$ cat src/rtl/full_adder_reg.sv
// rtl/full_adder_reg.sv - registered one-bit full adder with input minterm coverage tracking
module full_adder_reg (
  input  logic       clk,
  input  logic       rst,
  input  logic       in_valid,
  input  logic       A,
  input  logic       B,
  input  logic       C,
  output logic       F1,
  output logic       F2,
  output logic       out_valid,
  output logic [7:0] minterm_seen,
  output logic       all_seen
);

  logic [2:0] idx;
  logic       sum_next;
  logic       carry_next;
  logic [7:0] hit;
  logic [7:0] seen_next;

  always_comb begin
    idx        = {A, B, C};
    sum_next   = A ^ B ^ C;
    carry_next = (A & B) | (B & C) | (A & C);
    hit        = 8'h01 << idx;
    seen_next  = minterm_seen;
    if (in_valid) begin
      seen_next = minterm_seen | hit;
    end
  end

  // all_seen is computed from the post-update coverage so it rises on the
  // same edge that records the last missing minterm.
  always_ff @(posedge clk) begin
    if (rst) begin
      F1           <= 1'b0;
      F2           <= 1'b0;
      out_valid    <= 1'b0;
      minterm_seen <= 8'h00;
      all_seen     <= 1'b0;
    end else begin
      out_valid    <= in_valid;
      minterm_seen <= seen_next;
      all_seen     <= &seen_next;
      if (in_valid) begin
        F1 <= sum_next;
        F2 <= carry_next;
      end
    end
  end

endmodule

$ cat config.mk
export PLATFORM = sky130hd
export DESIGN_NAME = full_adder_reg
export DESIGN_NICKNAME = d
export VERILOG_FILES = /design/src/rtl/full_adder_reg.sv
export SDC_FILE = /design/constraint.sdc
export NUM_CORES = 1
export LEC_CHECK = 0
export ABC_AREA = 1
export CAP_MARGIN = 5
export CORE_AREA = 2 2 39 41
export CTS_CLUSTER_DIAMETER = 80
export DETAILED_ROUTE_END_ITERATION = 12
export DIE_AREA = 0 0 41 43
export PLACE_DENSITY = 0.67
export SYNTH_ARGS = -nofsm -noshare
export SYNTH_HDL_FRONTEND = slang
export SYNTH_SLANG_ARGS = --single-unit
$ cat constraint.sdc
create_clock -name clk -period 1.4 [get_ports clk]
set_clock_uncertainty 0.15 [all_clocks]
set_input_delay 0.14 -clock clk [delete_from_list [all_inputs] [get_ports clk]]
set_output_delay 0.14 -clock clk [all_outputs]
set_load 0.05 [all_outputs]
==> flow_summary.ini <==
[floorplan]
coreArea_mm2 = 0.00138
die_w_um = 41
initial_core_util_pct = 35.4
io_pins = 18
die_area_mm2 = 0.00176
die_h_um = 43
fp-row-count = 14

[global_route]
grt_pass1_vias = 394
grt_max_degree = 8
grt-ovfl-total = 0
track_usage_pct = 14.0
grt_pass1_wl_um = 1660
antenna_found_initial = 0

[worst_setup_path]
cp_data_required_time_ps = 1470
worstSetupStartpointType = input port
reg2reg_depth = 6
arrival_ps = 1330
crit_path_end_kind = flip-flop
crit_path_max_incr_delay_ps = 550
r2r_end = all_seen
r2r_slack_ps = 390
crit_chain = clkdlybuf4s50_1 > inv_2 > nor2_4 > nand2_1 > nand2_1 > nand2_1 > nor2_1 > nand2_1 > nor2_2
crit_top_cell = nand2_1
worstReg2RegStart = minterm_seen[0]
crit_type = input port to flip-flop
cp_slowest_cell = clkdlybuf4s50_1
cp_max_fo = 4

[logic_synthesis]
ys_ff_latch = 12
synthMuxAreaShare_pct = 0
syn_area_per_cell_um2 = 7.55
synth_area_um2 = 490
yosys.area_share.xor_xnor_pct = 0
syn_inst = 65
synth_commonest_cells = 17 x nand2_1, 12 x dfxtp_1, 10 x inv_1
yosysSeqAreaShare_pct = 49.0
synth_nets = 72
postSynth.asyncResetShare_pct = 0
ys.flop_type = dfxtp_1
synth_area_leaders = dfxtp_1 49%, nand2_1 13%, inv_1 7.7%, a21oi_1 7.1%, nor2_1 6.1%
synth-simple-area-share_pct = 25.0
synth_top_family_by_area = simple AND/OR/NAND/NOR gates
synth_edf_count = 0
ys_types = 14
synth_compound_area_share_pct = 12.0
yosys_warnings = 0
synth_adder_area_share_pct = 4.08
yosysTopAreaCell = dfxtp_1
yosysMostFrequentCell = nand2_1
yosys.area.top_type_share_pct = 49.0

[detailed_routing]
num_vias = 452
postRouteAntennaNets = 0
drtPass1Iterations = 4
wl_per_cell_um = 9.28
wirelength_um = 974
drt_iter0_drc = 16
drc = 0
avgViaCountPerCell = 4.30

[run]
drv_cap = 0

[cts]
clk_path_buf_depth = 2
insertion_delay_ps = 270
cts_root_buf = clkbuf_4
cts_sinks = 12
clk_pin_slew_ps = 80
numCtsBuffers = 3
htreeDepth = 1
cts_tree = done
postCtsSetupBuffers = 0

[cells_and_area]
finalNonFillerCells = 105
syn2layout_area_growth_pct = 77.6
final_nets = 97
regArea_um2 = 240
drive_gt1_share_pct = 29.2
antennaDiodeCount = 0
multi_input_area_um2 = 201
fillers = 111
fin_util_pct = 62.9

[sta]
fin_crit_sh_pct = 90.4
worstMarginPinSlew_ps = 238
rsz0062_at_grt = no
hold_ws_ps = 167
final_max_slew_viol_count = 0
min_period_ps = 1270
slew_headroom_pct = 84.1
fmax_ghz = 0.790
post-route-worst-setup-slack_ps = 135
setup_viol = 0
hold_viol_final = 0

[min_path]
min_path_type = input port to flip-flop
worstHoldEndpoint = minterm_seen[6]
whs_path_depth = 5
hp-start = B

[power]
power_density_mw_per_mm2 = 946
ir_drop_uv = 632
p_leak_uw = 0.000419

[placement]
gp_congestion = 0.730
portBuffers = 17
dp_cells = 101
dp_slack_ps = -233
dpl.hpwl_um = 756

[status]
status = finished, final reports clean
[routing by layer]
layer	routed length (um)	global-route usage [%]	vias up
met5	0	0	-
met1	457	20.3	192
met2	441	17.5	16
met3	55	3.14	2
met4	19	10.0	0
li1	-	-	242
[worst max path at each step]
stage          depth (start not counted)  endpoint             from
5_1_grt                                9  all_seen         in_valid
2_1_floorplan                          6  all_seen  minterm_seen[0]
3_5_place_dp                           4        F1                A
6_report                               9  all_seen         in_valid
3_3_place_gp                           9  all_seen                B
4_1_cts                                4        F1                A
[report_power, final]
group | internal [uW] | switching (uW) | total (uW)
Combinational | 85.7 | 92.9 | 179
Sequential | 355 | 14.0 | 369
Clock | 158 | 118 | 276
[sequential cells by signal, summed over array words and instances (netlist names)]
name,count
F2,1
out_valid,1
all_seen,1
minterm_seen,8
F1,1
[cell type report]
cell class / instances / area share [%]
clock buffers: 4 / 4.17
multi-input cells: 40 / 23.1
flip-flops and latches: 12 / 27.6
repair buffers: 21 / 37.6
well taps: 16 / 2.30
inverters: 12 / 5.17
[layout by cell type, fill, tap and decap left out]
cell type	synthesis	final
nand2_1	17	17
dfxtp_1	12	12
buf_12	0	12
inv_1	10	10
nor2_1	8	8
a21oi_1	7	7
buf_4	0	4
clkbuf_4	0	3
dlymetal6s2s_1	0	3
inv_2	2	2
nor2_2	2	2
clkdlybuf4s50_1	0	2
nor2_4	1	1
a21o_1	1	1
o21bai_1	1	1
a21o_2	1	1
nand3_1	1	1
fa_1	1	1
clkbuf_8	0	1
[logic make-up after synthesis]
logic type / count (synthesis)
adder cells (fa/ha/maj): 1
buffers and inverters: 13
AO/OA/AOI/OAI: 10
AND/OR/NAND/NOR: 29
flip-flops: 12
[metrics by stage]
step	total power [uW]	area, um^2	TNS, ps
CTS	837	863	0
detailed placement	557	827	-618
floorplan	459	490	0
global placement	556	827	-578
global route	868	871	0
finish	823	871	0
[critical path: cells and delay by family]
kind          cells  cell delay [ps]
buf+inv           2              620
simple gates      7              560
[timing repair]
action	in CTS	in global routing
resized for setup	0	3
setup endpoints to repair	0	2
hold buffers	0	0
Power figures use the tool's default switching activity.
